--- config.mk ---
export PLATFORM = sky130hd
export DESIGN_NAME = execute_stage_flat
export DESIGN_NICKNAME = d
export VERILOG_FILES = /design/src/rtl/execute_stage_if.sv /design/src/rtl/execute_stage.sv /design/src/flat_wrapper.sv
export SDC_FILE = /design/constraint.sdc
export NUM_CORES = 1
export LEC_CHECK = 0
export ABC_AREA = 0
export CORE_MARGIN = 2
export CORE_UTILIZATION = 40
export CTS_BUF_LIST = sky130_fd_sc_hd__clkbuf_2
export CTS_CLUSTER_DIAMETER = 60
export DETAILED_ROUTE_END_ITERATION = 10
export SKIP_CTS_REPAIR_TIMING = 1
export SLEW_MARGIN = 20
export SYNTH_ARGS = -nofsm -noshare
export SYNTH_HDL_FRONTEND = slang
export SYNTH_SLANG_ARGS = --single-unit
--- constraint.sdc ---
create_clock -name clk -period 6.15 [get_ports clk]
set_input_delay 0.615 -clock clk [delete_from_list [all_inputs] [get_ports clk]]
set_output_delay 0.615 -clock clk [all_outputs]
set_load 0.02 [all_outputs]
--- src/rtl/execute_stage_if.sv ---
// EX stage port bundle: ID/EX inputs, forwarding, EX/MEM outputs.
// master drives ID/EX side, slave is the execute stage.
interface execute_stage_if #(
  parameter int XLEN = 32
);
  logic            id_ex_valid;
  logic [XLEN-1:0] id_ex_rs1_data;
  logic [XLEN-1:0] id_ex_rs2_data;
  logic [XLEN-1:0] id_ex_imm;
  logic            id_ex_alu_src;
  logic [3:0]      id_ex_alu_op;
  logic [4:0]      id_ex_rd;
  logic            id_ex_RegWrite;
  logic            id_ex_MemRead;
  logic            id_ex_MemWrite;
  logic [1:0]      ForwardA;
  logic [1:0]      ForwardB;
  logic [XLEN-1:0] ex_mem_fwd_data;
  logic [XLEN-1:0] mem_wb_fwd_data;
  logic            flush;
  logic            mem_stall;
  logic            ex_busy;
  logic            ex_mem_valid;
  logic            ex_mem_RegWrite;
  logic            ex_mem_MemRead;
  logic            ex_mem_MemWrite;
  logic [XLEN-1:0] ex_mem_alu_result;
  logic [XLEN-1:0] ex_mem_store_data;
  logic [4:0]      ex_mem_rd;

  modport master (
    output id_ex_valid, id_ex_rs1_data,
    output id_ex_rs2_data, id_ex_imm,
    output id_ex_alu_src, id_ex_alu_op,
    output id_ex_rd, id_ex_RegWrite,
    output id_ex_MemRead, id_ex_MemWrite,
    output ForwardA, ForwardB,
    output ex_mem_fwd_data, mem_wb_fwd_data,
    output flush, mem_stall,
    input  ex_busy, ex_mem_valid,
    input  ex_mem_RegWrite, ex_mem_MemRead,
    input  ex_mem_MemWrite, ex_mem_alu_result,
    input  ex_mem_store_data, ex_mem_rd
  );

  modport slave (
    input  id_ex_valid, id_ex_rs1_data,
    input  id_ex_rs2_data, id_ex_imm,
    input  id_ex_alu_src, id_ex_alu_op,
    input  id_ex_rd, id_ex_RegWrite,
    input  id_ex_MemRead, id_ex_MemWrite,
    input  ForwardA, ForwardB,
    input  ex_mem_fwd_data, mem_wb_fwd_data,
    input  flush, mem_stall,
    output ex_busy, ex_mem_valid,
    output ex_mem_RegWrite, ex_mem_MemRead,
    output ex_mem_MemWrite, ex_mem_alu_result,
    output ex_mem_store_data, ex_mem_rd
  );
endinterface

--- src/rtl/execute_stage.sv ---
// EX stage: forwarding muxes, ALU, shift-add multiplier, EX/MEM reg.
// Define EX_MULHU_EN to enable iterative MULHU (op 11).
module execute_stage #(
  parameter int XLEN = 32
) (
  input logic          clk,
  input logic          rst_n,
  execute_stage_if.slave bus
);
  localparam int CW = $clog2(XLEN);
`ifdef EX_MULHU_EN
  localparam int AW = 2 * XLEN;
`else
  localparam int AW = XLEN;
`endif

  typedef enum logic {IDLE, MUL} state_t;

  typedef struct packed {
    logic            valid;
    logic            rw;
    logic            mr;
    logic            mw;
    logic [4:0]      rd;
    logic [XLEN-1:0] res;
    logic [XLEN-1:0] st;
  } exm_t;

  state_t          state;
  logic [CW-1:0]   cnt;
  logic [AW-1:0]   mcand, acc, acc_nx;
  logic [XLEN-1:0] mplier, st_q, prod;
  logic [4:0]      rd_q;
  logic            rw_q, mr_q, mw_q;
`ifdef EX_MULHU_EN
  logic            hi_q;
`endif

  logic [XLEN-1:0] op_a, fwd_b, alu_b, alu_y;
  logic [CW-1:0]   shamt;
  logic            is_mul, start, busy_c, ld;
  exm_t            nx, q;

  function automatic logic [XLEN-1:0] fsel(
    input logic [1:0]      f,
    input logic [XLEN-1:0] rf,
    input logic [XLEN-1:0] ex,
    input logic [XLEN-1:0] wb
  );
    case (f)
      2'b10:   return ex;
      2'b01:   return wb;
      default: return rf;
    endcase
  endfunction

  assign op_a  = fsel(bus.ForwardA, bus.id_ex_rs1_data,
                      bus.ex_mem_fwd_data,
                      bus.mem_wb_fwd_data);
  assign fwd_b = fsel(bus.ForwardB, bus.id_ex_rs2_data,
                      bus.ex_mem_fwd_data,
                      bus.mem_wb_fwd_data);
  assign alu_b = bus.id_ex_alu_src ? bus.id_ex_imm : fwd_b;
  assign shamt = alu_b[CW-1:0];

`ifdef EX_MULHU_EN
  assign is_mul = (bus.id_ex_alu_op == 4'd10) ||
                  (bus.id_ex_alu_op == 4'd11);
`else
  assign is_mul = (bus.id_ex_alu_op == 4'd10);
`endif
  assign start = bus.id_ex_valid && is_mul;

  always_comb begin
    alu_y = '0;
    case (bus.id_ex_alu_op)
      4'd0: alu_y = op_a + alu_b;
      4'd1: alu_y = op_a - alu_b;
      4'd2: alu_y = op_a & alu_b;
      4'd3: alu_y = op_a | alu_b;
      4'd4: alu_y = op_a ^ alu_b;
      4'd5: alu_y = op_a << shamt;
      4'd6: alu_y = op_a >> shamt;
      4'd7: alu_y = $signed(op_a) >>> shamt;
      4'd8: alu_y = {{(XLEN-1){1'b0}},
                     $signed(op_a) < $signed(alu_b)};
      4'd9: alu_y = {{(XLEN-1){1'b0}}, op_a < alu_b};
      default: alu_y = '0;
    endcase
  end

  // final partial product folds in during the counter==0 cycle
  assign acc_nx = mplier[0] ? acc + mcand : acc;
`ifdef EX_MULHU_EN
  assign prod = hi_q ? acc_nx[AW-1:XLEN]
                     : acc_nx[XLEN-1:0];
`else
  assign prod = acc_nx;
`endif

  always_comb begin
    busy_c = 1'b0;
    if (bus.flush)          busy_c = 1'b0;
    else if (bus.mem_stall) busy_c = 1'b1;
    else if (state == MUL)  busy_c = (cnt != '0);
    else                    busy_c = start;
  end
  assign bus.ex_busy = rst_n && busy_c;

  always_comb begin
    nx = '0;
    ld = 1'b0;
    if (bus.flush) begin
      ld = 1'b1;
    end else if (!bus.mem_stall) begin
      ld = 1'b1;
      if (state == IDLE && !start) begin
        nx = '{bus.id_ex_valid, bus.id_ex_RegWrite,
               bus.id_ex_MemRead, bus.id_ex_MemWrite,
               bus.id_ex_rd, alu_y, fwd_b};
      end else if (state == MUL && cnt == '0) begin
        nx = '{1'b1, rw_q, mr_q, mw_q, rd_q, prod, st_q};
      end
    end
  end

  always_ff @(posedge clk or negedge rst_n) begin
    if (!rst_n) begin
      state  <= IDLE;
      cnt    <= '0;
      mcand  <= '0;
      mplier <= '0;
      acc    <= '0;
      st_q   <= '0;
      rd_q   <= '0;
      rw_q   <= 1'b0;
      mr_q   <= 1'b0;
      mw_q   <= 1'b0;
`ifdef EX_MULHU_EN
      hi_q   <= 1'b0;
`endif
    end else if (bus.flush) begin
      state <= IDLE;
      cnt   <= '0;
    end else if (!bus.mem_stall) begin
      case (state)
        IDLE: if (start) begin
          state  <= MUL;
          cnt    <= CW'(XLEN - 1);
          mcand  <= AW'(op_a);
          mplier <= alu_b;
          acc    <= '0;
          st_q   <= fwd_b;
          rd_q   <= bus.id_ex_rd;
          rw_q   <= bus.id_ex_RegWrite;
          mr_q   <= bus.id_ex_MemRead;
          mw_q   <= bus.id_ex_MemWrite;
`ifdef EX_MULHU_EN
          hi_q   <= (bus.id_ex_alu_op == 4'd11);
`endif
        end
        MUL: begin
          acc    <= acc_nx;
          mcand  <= mcand << 1;
          mplier <= mplier >> 1;
          if (cnt == '0) state <= IDLE;
          else           cnt   <= cnt - 1'b1;
        end
        default: state <= IDLE;
      endcase
    end
  end

  always_ff @(posedge clk or negedge rst_n) begin
    if (!rst_n)  q <= '0;
    else if (ld) q <= nx;
  end

  assign bus.ex_mem_valid      = q.valid;
  assign bus.ex_mem_RegWrite   = q.rw;
  assign bus.ex_mem_MemRead    = q.mr;
  assign bus.ex_mem_MemWrite   = q.mw;
  assign bus.ex_mem_rd         = q.rd;
  assign bus.ex_mem_alu_result = q.res;
  assign bus.ex_mem_store_data = q.st;
endmodule
--- src/flat_wrapper.sv ---
// flat-port wrapper written by rule: the top's interface ports become plain ports
module execute_stage_flat 
#(
  parameter int XLEN = 32
)
  (clk, rst_n, bus_id_ex_valid, bus_id_ex_rs1_data, bus_id_ex_rs2_data, bus_id_ex_imm, bus_id_ex_alu_src, bus_id_ex_alu_op, bus_id_ex_rd, bus_id_ex_RegWrite, bus_id_ex_MemRead, bus_id_ex_MemWrite, bus_ForwardA, bus_ForwardB, bus_ex_mem_fwd_data, bus_mem_wb_fwd_data, bus_flush, bus_mem_stall, bus_ex_busy, bus_ex_mem_valid, bus_ex_mem_RegWrite, bus_ex_mem_MemRead, bus_ex_mem_MemWrite, bus_ex_mem_alu_result, bus_ex_mem_store_data, bus_ex_mem_rd);
  execute_stage_if #(.XLEN(XLEN)) bus_i ();
  input logic clk;
  input logic rst_n;
  input wire logic [$bits(bus_i.id_ex_valid)-1:0] bus_id_ex_valid;
  input wire logic [$bits(bus_i.id_ex_rs1_data)-1:0] bus_id_ex_rs1_data;
  input wire logic [$bits(bus_i.id_ex_rs2_data)-1:0] bus_id_ex_rs2_data;
  input wire logic [$bits(bus_i.id_ex_imm)-1:0] bus_id_ex_imm;
  input wire logic [$bits(bus_i.id_ex_alu_src)-1:0] bus_id_ex_alu_src;
  input wire logic [$bits(bus_i.id_ex_alu_op)-1:0] bus_id_ex_alu_op;
  input wire logic [$bits(bus_i.id_ex_rd)-1:0] bus_id_ex_rd;
  input wire logic [$bits(bus_i.id_ex_RegWrite)-1:0] bus_id_ex_RegWrite;
  input wire logic [$bits(bus_i.id_ex_MemRead)-1:0] bus_id_ex_MemRead;
  input wire logic [$bits(bus_i.id_ex_MemWrite)-1:0] bus_id_ex_MemWrite;
  input wire logic [$bits(bus_i.ForwardA)-1:0] bus_ForwardA;
  input wire logic [$bits(bus_i.ForwardB)-1:0] bus_ForwardB;
  input wire logic [$bits(bus_i.ex_mem_fwd_data)-1:0] bus_ex_mem_fwd_data;
  input wire logic [$bits(bus_i.mem_wb_fwd_data)-1:0] bus_mem_wb_fwd_data;
  input wire logic [$bits(bus_i.flush)-1:0] bus_flush;
  input wire logic [$bits(bus_i.mem_stall)-1:0] bus_mem_stall;
  output wire logic [$bits(bus_i.ex_busy)-1:0] bus_ex_busy;
  output wire logic [$bits(bus_i.ex_mem_valid)-1:0] bus_ex_mem_valid;
  output wire logic [$bits(bus_i.ex_mem_RegWrite)-1:0] bus_ex_mem_RegWrite;
  output wire logic [$bits(bus_i.ex_mem_MemRead)-1:0] bus_ex_mem_MemRead;
  output wire logic [$bits(bus_i.ex_mem_MemWrite)-1:0] bus_ex_mem_MemWrite;
  output wire logic [$bits(bus_i.ex_mem_alu_result)-1:0] bus_ex_mem_alu_result;
  output wire logic [$bits(bus_i.ex_mem_store_data)-1:0] bus_ex_mem_store_data;
  output wire logic [$bits(bus_i.ex_mem_rd)-1:0] bus_ex_mem_rd;
  assign bus_i.id_ex_valid = bus_id_ex_valid;
  assign bus_i.id_ex_rs1_data = bus_id_ex_rs1_data;
  assign bus_i.id_ex_rs2_data = bus_id_ex_rs2_data;
  assign bus_i.id_ex_imm = bus_id_ex_imm;
  assign bus_i.id_ex_alu_src = bus_id_ex_alu_src;
  assign bus_i.id_ex_alu_op = bus_id_ex_alu_op;
  assign bus_i.id_ex_rd = bus_id_ex_rd;
  assign bus_i.id_ex_RegWrite = bus_id_ex_RegWrite;
  assign bus_i.id_ex_MemRead = bus_id_ex_MemRead;
  assign bus_i.id_ex_MemWrite = bus_id_ex_MemWrite;
  assign bus_i.ForwardA = bus_ForwardA;
  assign bus_i.ForwardB = bus_ForwardB;
  assign bus_i.ex_mem_fwd_data = bus_ex_mem_fwd_data;
  assign bus_i.mem_wb_fwd_data = bus_mem_wb_fwd_data;
  assign bus_i.flush = bus_flush;
  assign bus_i.mem_stall = bus_mem_stall;
  assign bus_ex_busy = bus_i.ex_busy;
  assign bus_ex_mem_valid = bus_i.ex_mem_valid;
  assign bus_ex_mem_RegWrite = bus_i.ex_mem_RegWrite;
  assign bus_ex_mem_MemRead = bus_i.ex_mem_MemRead;
  assign bus_ex_mem_MemWrite = bus_i.ex_mem_MemWrite;
  assign bus_ex_mem_alu_result = bus_i.ex_mem_alu_result;
  assign bus_ex_mem_store_data = bus_i.ex_mem_store_data;
  assign bus_ex_mem_rd = bus_i.ex_mem_rd;
  execute_stage #(.XLEN(XLEN)) u_core (.clk(clk), .rst_n(rst_n), .bus(bus_i));
endmodule
==> results_dict.tcl, run 1 <==
set metrics [dict create \
    outcome "completed" \
    final_cell_mix "nand2_1, nor2_1, a21oi_1" \
    max_cap_violations 0 \
    cpMaxStageDelayCell "a41oi_1" \
    fin_crit_ns 4.80 \
    coreArea_mm2 0.0516 \
    static-leakage-power_nw 11.3 \
    clock.fmax_mhz 208 \
    final-max-slew-violation-count 0 \
    post_synth.cell_area_avg_um2 7.38 \
    netlist.area_leader.share_pct 25.6 \
    numClockSinks 215 \
    top_layer_used "met5" \
    clockBufferDepth 3 \
    hpwlAfterDp_um 84200 \
    routedWlPerCell_um 27.9 \
    vias_per_cell 6.36 \
    synth-xor-area-share_pct 1.58 \
    wl_met3_um 10200 \
    die_area_mm2 0.0543 \
    grt_pass1_vias 23725 \
    grtUsageTotal_pct 39.0 \
    power_density_mw_per_mm2 230 \
    drt_iter0_markers 2710 \
    ys_async_sr_fraction_pct 100 \
    cts_root_buffer "clkbuf_2" \
    synth_compound_area_share_pct 32.6 \
    met2_wirelength_um 48300 \
    postSynthCellCount 2847 \
    hold_viol_final 0 \
    htree_num_levels 3 \
    fin_nets 3413 \
    mostFrequentLayoutCell "nand2_1" \
    drc_errors 0 \
    endpoint_kind "register" \
    dr.pass1.iters 8 \
    ys.flop_type "dfrtp_1" \
    place_ws_ns 0.503 \
    cp_common_cell "buf_4" \
    area_delta_synth_final_pct 20.5 \
    grt_pass1_wl_um 156000 \
    fp.dieW_um 233 \
    synthesis.area_mm2 0.0210 \
    yosys_register_bits 215 \
    hold_path.class "input port to asynchronous set/reset pin" \
    place.gp.congestion 1.04 \
    fin_area_mm2 0.0253 \
    antenna_found_initial 7 \
    startpoint_type "input port" \
    synth.area.top_cells "dfrtp_1, ha_1, a21oi_1" \
    cts_buffers 69 \
    synth-edff-count 0 \
    crit_chain "clkdlybuf4s50_1, inv_1, ha_1, buf_4, a221oi_1, o31a_2, buf_4, ha_1, nor2b_1, o31ai_1, a311oi_1, a31o_2, a41oi_1, nor2_1, a211oi_1, a21oi_1, o31ai_1, buf_4, o211ai_1" \
    m1WireLength_um 43000 \
    synthAdderAreaFrac_pct 8.21 \
    path_clk_slew_ns 0.10 \
    grt_max_degree 84 \
    ios 256 \
    yosys_warnings 0 \
    chipHeight_um 233 \
    path_class "input port to register" \
    port_buffers 255 \
    slowest_delay_ns 0.58 \
    worst_pin_slew_ns 1.15 \
    clock_latency_ns 1.09 \
    setup_viol 0 \
    critPathRequiredTime_ns 7.07 \
    synth.distinct_cells 93 \
    drive_above_1_share_pct 10.1 \
    tritoncts "done" \
    synthMuxAreaShare_pct 7.55 \
    maxSlewHeadroom_pct 23.0 \
    initial_core_util_pct 40.7 \
    ir_drop_uv 104 \
    placementRows 83 \
    fin_skew_ns 0.108 \
    placed_cell_area_mm2 0.0246 \
    ant_nets 0 \
    n_fill_cell 5198 \
    synth-seq-area-share_pct 25.6 \
    crit_arrival_ns 5.71 \
    synth_area_leader_cell "dfrtp_1" \
    synth_top_family_by_area "compound AO/OA/AOI/OAI gates" \
    yosys.area_share.simple_pct 18.2 \
    r2r_slack_ns 1.82 \
    post-route-period-util_pct 78.0 \
    grt.overflow.total 0 \
    rsz0062_at_grt "no" \
    fin_ws_ns 1.35 \
    wl_um 107000 \
    synthesis.nets 3165 \
    vias 24361 \
    cp_max_fo 22 \
    finalSetupTns_ns 0 \
]
cell usage after synthesis (28+ instances only):
cell      count
a211oi_1     31
a21oi_1     322
a221o_1      34
a22oi_1      58
buf_2        29
clkbuf_1    152
dfrtp_1     215
ha_1        133
inv_1       105
mux2i_1     130
nand2_1     358
nand3_1      40
nor2_1      351
nor3_1       35
o211ai_1     46
o21ai_0     294
o22ai_1      28
xnor2_1      29
critical path: cells and delay by family:
family	cells	cell delay [ns]
AND/OR/NAND/NOR	2	0.35
adder cells (fa/ha/maj)	2	0.65
AO/OA/AOI/OAI	10	2.84
buffers and inverters	5	1.24
path summary, 6_finish.rpt:
path	from	endpoint	cells after the start
worst max-delay path	bus_ForwardB[0]	u_core.bus.ex_mem_alu_result[21]	19
worst min-delay path	rst_n	u_core.bus.ex_mem_alu_result[19]	2
worst max register to register	u_core.mcand[0]	u_core.bus.ex_mem_alu_result[28]	12
worst min register to register	u_core.st_q[18]	u_core.st_q[18]	2
max in group asynchronous	rst_n	u_core.st_q[13]	3
min in group clk	bus_id_ex_rd[4]	u_core.rd_q[4]	3
through the flow:
step	instances	utilization [%]	hold slack [ns]	power (mW)
global route	3831	49.0	0.0536	6.15
finish	3832	49.0	0.0493	5.83
global placement	3703	47.7	0.459	4.45
floorplan	2847	-	0.319	3.34
detailed placement	3703	47.7	0.468	4.47
CTS	3827	49.0	-0.619	5.78
where the power goes:
group | leakage [nW] | switching [mW] | internal [mW]
logic | 7.86 | 1.82 | 1.01
registers | 2.90 | 0.132 | 1.57
clock network | 0.509 | 0.757 | 0.536
per-layer routing:
metal  GRT usage (%)  vias to the layer above
met1            49.4                    11823
met5               0                        -
met4            19.3                        2
li1                -                    10901
met2            62.2                     1390
met3            8.97                      245
logic make-up (layout without fill, tap and decap cells):
group | Yosys count | in the layout
buffers and inverters | 319 | 620
flip-flops | 215 | 215
AO/OA/AOI/OAI | 1084 | 1084
AND/OR/NAND/NOR | 903 | 903
XOR/XNOR | 38 | 38
multiplexers | 152 | 152
adder cells (fa/ha/maj) | 136 | 136
other | 0 | 4
area by class of cell:
| type | count | area [um2] | area share [%] |
|---|---|---|---|
| flip-flops and latches | 215 | 5380 | 21.3 |
| clock inverters | 24 | 176 | 0.697 |
| clock buffers | 100 | 500 | 1.98 |
| multi-input cells | 2313 | 14400 | 56.8 |
| well taps | 680 | 851 | 3.36 |
| inverters | 111 | 429 | 1.70 |
| repair buffers | 385 | 3580 | 14.2 |
| diodes | 4 | 10.0 | 0.0395 |
sequential cells by signal (all words and copies together) (netlist names), 5 cells and up:
| register | cells |
|---|---|
| u_core.bus.ex_mem_alu_result | 32 |
| u_core.mplier | 32 |
| u_core.acc | 32 |
| u_core.st_q | 32 |
| u_core.rd_q | 5 |
| u_core.bus.ex_mem_store_data | 32 |
| u_core.bus.ex_mem_rd | 5 |
| u_core.cnt | 5 |
| u_core.mcand | 32 |
(Power assumes the default switching activity.)
==> run 2: changes to the inputs <==
Clock period 6.15 ns to 4.3 ns, I/O delays scaled along.
==> run 2 against run 1 <==
Via count increased by 6.0%; highest routed layer is now met4; total power increased by 58%; utilization up 7.8 points; largest cell class unchanged.
==> results_dict.tcl, run 2 (same netlist as run 1, synthesis figures left out) <==
set metrics [dict create \
    outcome "completed" \
    port_buffers 255 \
    placed_cell_area_mm2 0.0285 \
    antenna_found_initial 2 \
    critPathRequiredTime_ns 5.07 \
    fin_skew_ns 0.101 \
    cpMaxStageDelayCell "clkdlybuf4s50_1" \
    grt_max_degree 83 \
    max_cap_violations 0 \
    hold_path.class "input port to register" \
    endpoint_kind "register" \
    fin_ws_ns 0.0689 \
    final-max-slew-violation-count 0 \
    dr.pass1.iters 6 \
    path_clk_slew_ns 0.10 \
    drt_iter0_markers 2663 \
    post-route-period-util_pct 98.4 \
    routedWlPerCell_um 25.0 \
    place_ws_ns -1.18 \
    setup_viol 0 \
    wl_um 108000 \
    grtUsageTotal_pct 39.3 \
    htree_num_levels 3 \
    crit_buf_inv 10 \
    cp_top_family "compound AO/OA/AOI/OAI gates" \
    hold_viol_final 0 \
    cts_root_buffer "clkbuf_2" \
    slowest_delay_ns 0.50 \
    rsz0062_at_grt "yes" \
    fin_crit_ns 4.23 \
    numClockSinks 215 \
    cp_common_cell "buf_4" \
    cts_buffers 66 \
    ant_nets 0 \
    clock.fmax_mhz 236 \
    placed_cells 4193 \
    placementRows 83 \
    chipHeight_um 233 \
    static-leakage-power_nw 13.7 \
    area_delta_synth_final_pct 39.7 \
    p_total_mw 9.19 \
    utilization_pct 56.8 \
    path_class "input port to register" \
    place.gp.congestion 1.08 \
    drive_above_1_share_pct 22.8 \
    grt_pass1_vias 25521 \
    final_cell_mix "buf_4, nand2_1, nor2_1" \
    fin_area_mm2 0.0293 \
    grt_pass1_wl_um 160000 \
    cp_max_fo 10 \
    worst_pin_slew_ns 0.804 \
    die_area_mm2 0.0543 \
    drc_errors 0 \
    tritoncts "done" \
    finalSetupTns_ns 0 \
    crit_arrival_ns 5.00 \
    grt.overflow.total 0 \
    coreArea_mm2 0.0516 \
    whs_ns 0.0405 \
    clock_latency_ns 1.01 \
    vias_per_cell 5.98 \
    fin_cells 4320 \
    crit_chain "clkdlybuf4s50_1, buf_4, inv_4, ha_4, clkinvlp_4, clkbuf_2, o21ai_1, nor2_1, a21oi_1, buf_4, buf_4, inv_1, ha_1, nor2b_1, o21ai_0, a2111oi_0, buf_4, o311a_4, o41ai_1, o211ai_1, o21ai_0, buf_4, and4b_1, o221ai_1" \
    initial_core_util_pct 40.7 \
    hpwlAfterDp_um 87700 \
    clockBufferDepth 3 \
    fp.dieW_um 233 \
    vias 25834 \
    ios 256 \
    startpoint_type "input port" \
    fin_nets 3914 \
    power_density_mw_per_mm2 313 \
    mostFrequentLayoutCell "buf_4" \
    ir_drop_uv 142 \
    maxSlewHeadroom_pct 45.0 \
]
## run 2: cell types whose count changed in the layout (fill, tap and decap cells not counted), sizes merged
| cell | before | now |
|---|---|---|
| clkinvlp | 0 | 2 |
| clkbuf | 100 | 95 |
| dlygate4sd3 | 1 | 12 |
| buf | 133 | 625 |
| diode | 4 | 1 |
| inv | 108 | 105 |
| clkinv | 25 | 19 |
## run 2: area by class of cell
class,count,area [um2]
fillers,4881,22300
multi-input cells,2313,14600
repair buffers,889,7490
flip-flops and latches,215,5380
well taps,680,851
clock buffers,94,470
inverters,111,435
clock inverters,17,126
diodes,1,2.50
## run 2: final timing paths
check	cells past startpoint	end	from	slack, ns
max	24	u_core.bus.ex_mem_alu_result[20]	bus_ForwardB[0]	0.07
min reg2reg	2	u_core.rw_q	u_core.rw_q	0.49
min in group asynchronous	3	u_core.bus.ex_mem_alu_result[29]	rst_n	0.53
max in group asynchronous	4	u_core.acc[10]	rst_n	2.39
min	3	u_core.rd_q[3]	bus_id_ex_rd[3]	0.04
max reg2reg	12	u_core.bus.ex_mem_alu_result[28]	u_core.mcand[0]	0.30
## run 2: worst min-delay path, cell delays in order
cell,delay [ns]
clkdlybuf4s50_1,0.44
nand2_1,0.07
nand2_1,0.05
## run 2: power breakdown
part	switching (mW)	internal (mW)	total, mW
Combinational	2.82	2.23	5.05
Sequential	0.182	2.25	2.43
Clock	1.00	0.704	1.70
Total	4.00	5.18	9.19
## run 2: layer usage
metal	vias up	part of all wire (%)	wire length, um	track usage, %
met5	-	0	0	0
met4	0	5.5	5940	19.9
met3	239	8.5	9150	7.02
met2	1330	45	49000	63.4
met1	12383	41	43900	50.4
li1	11882	-	-	-
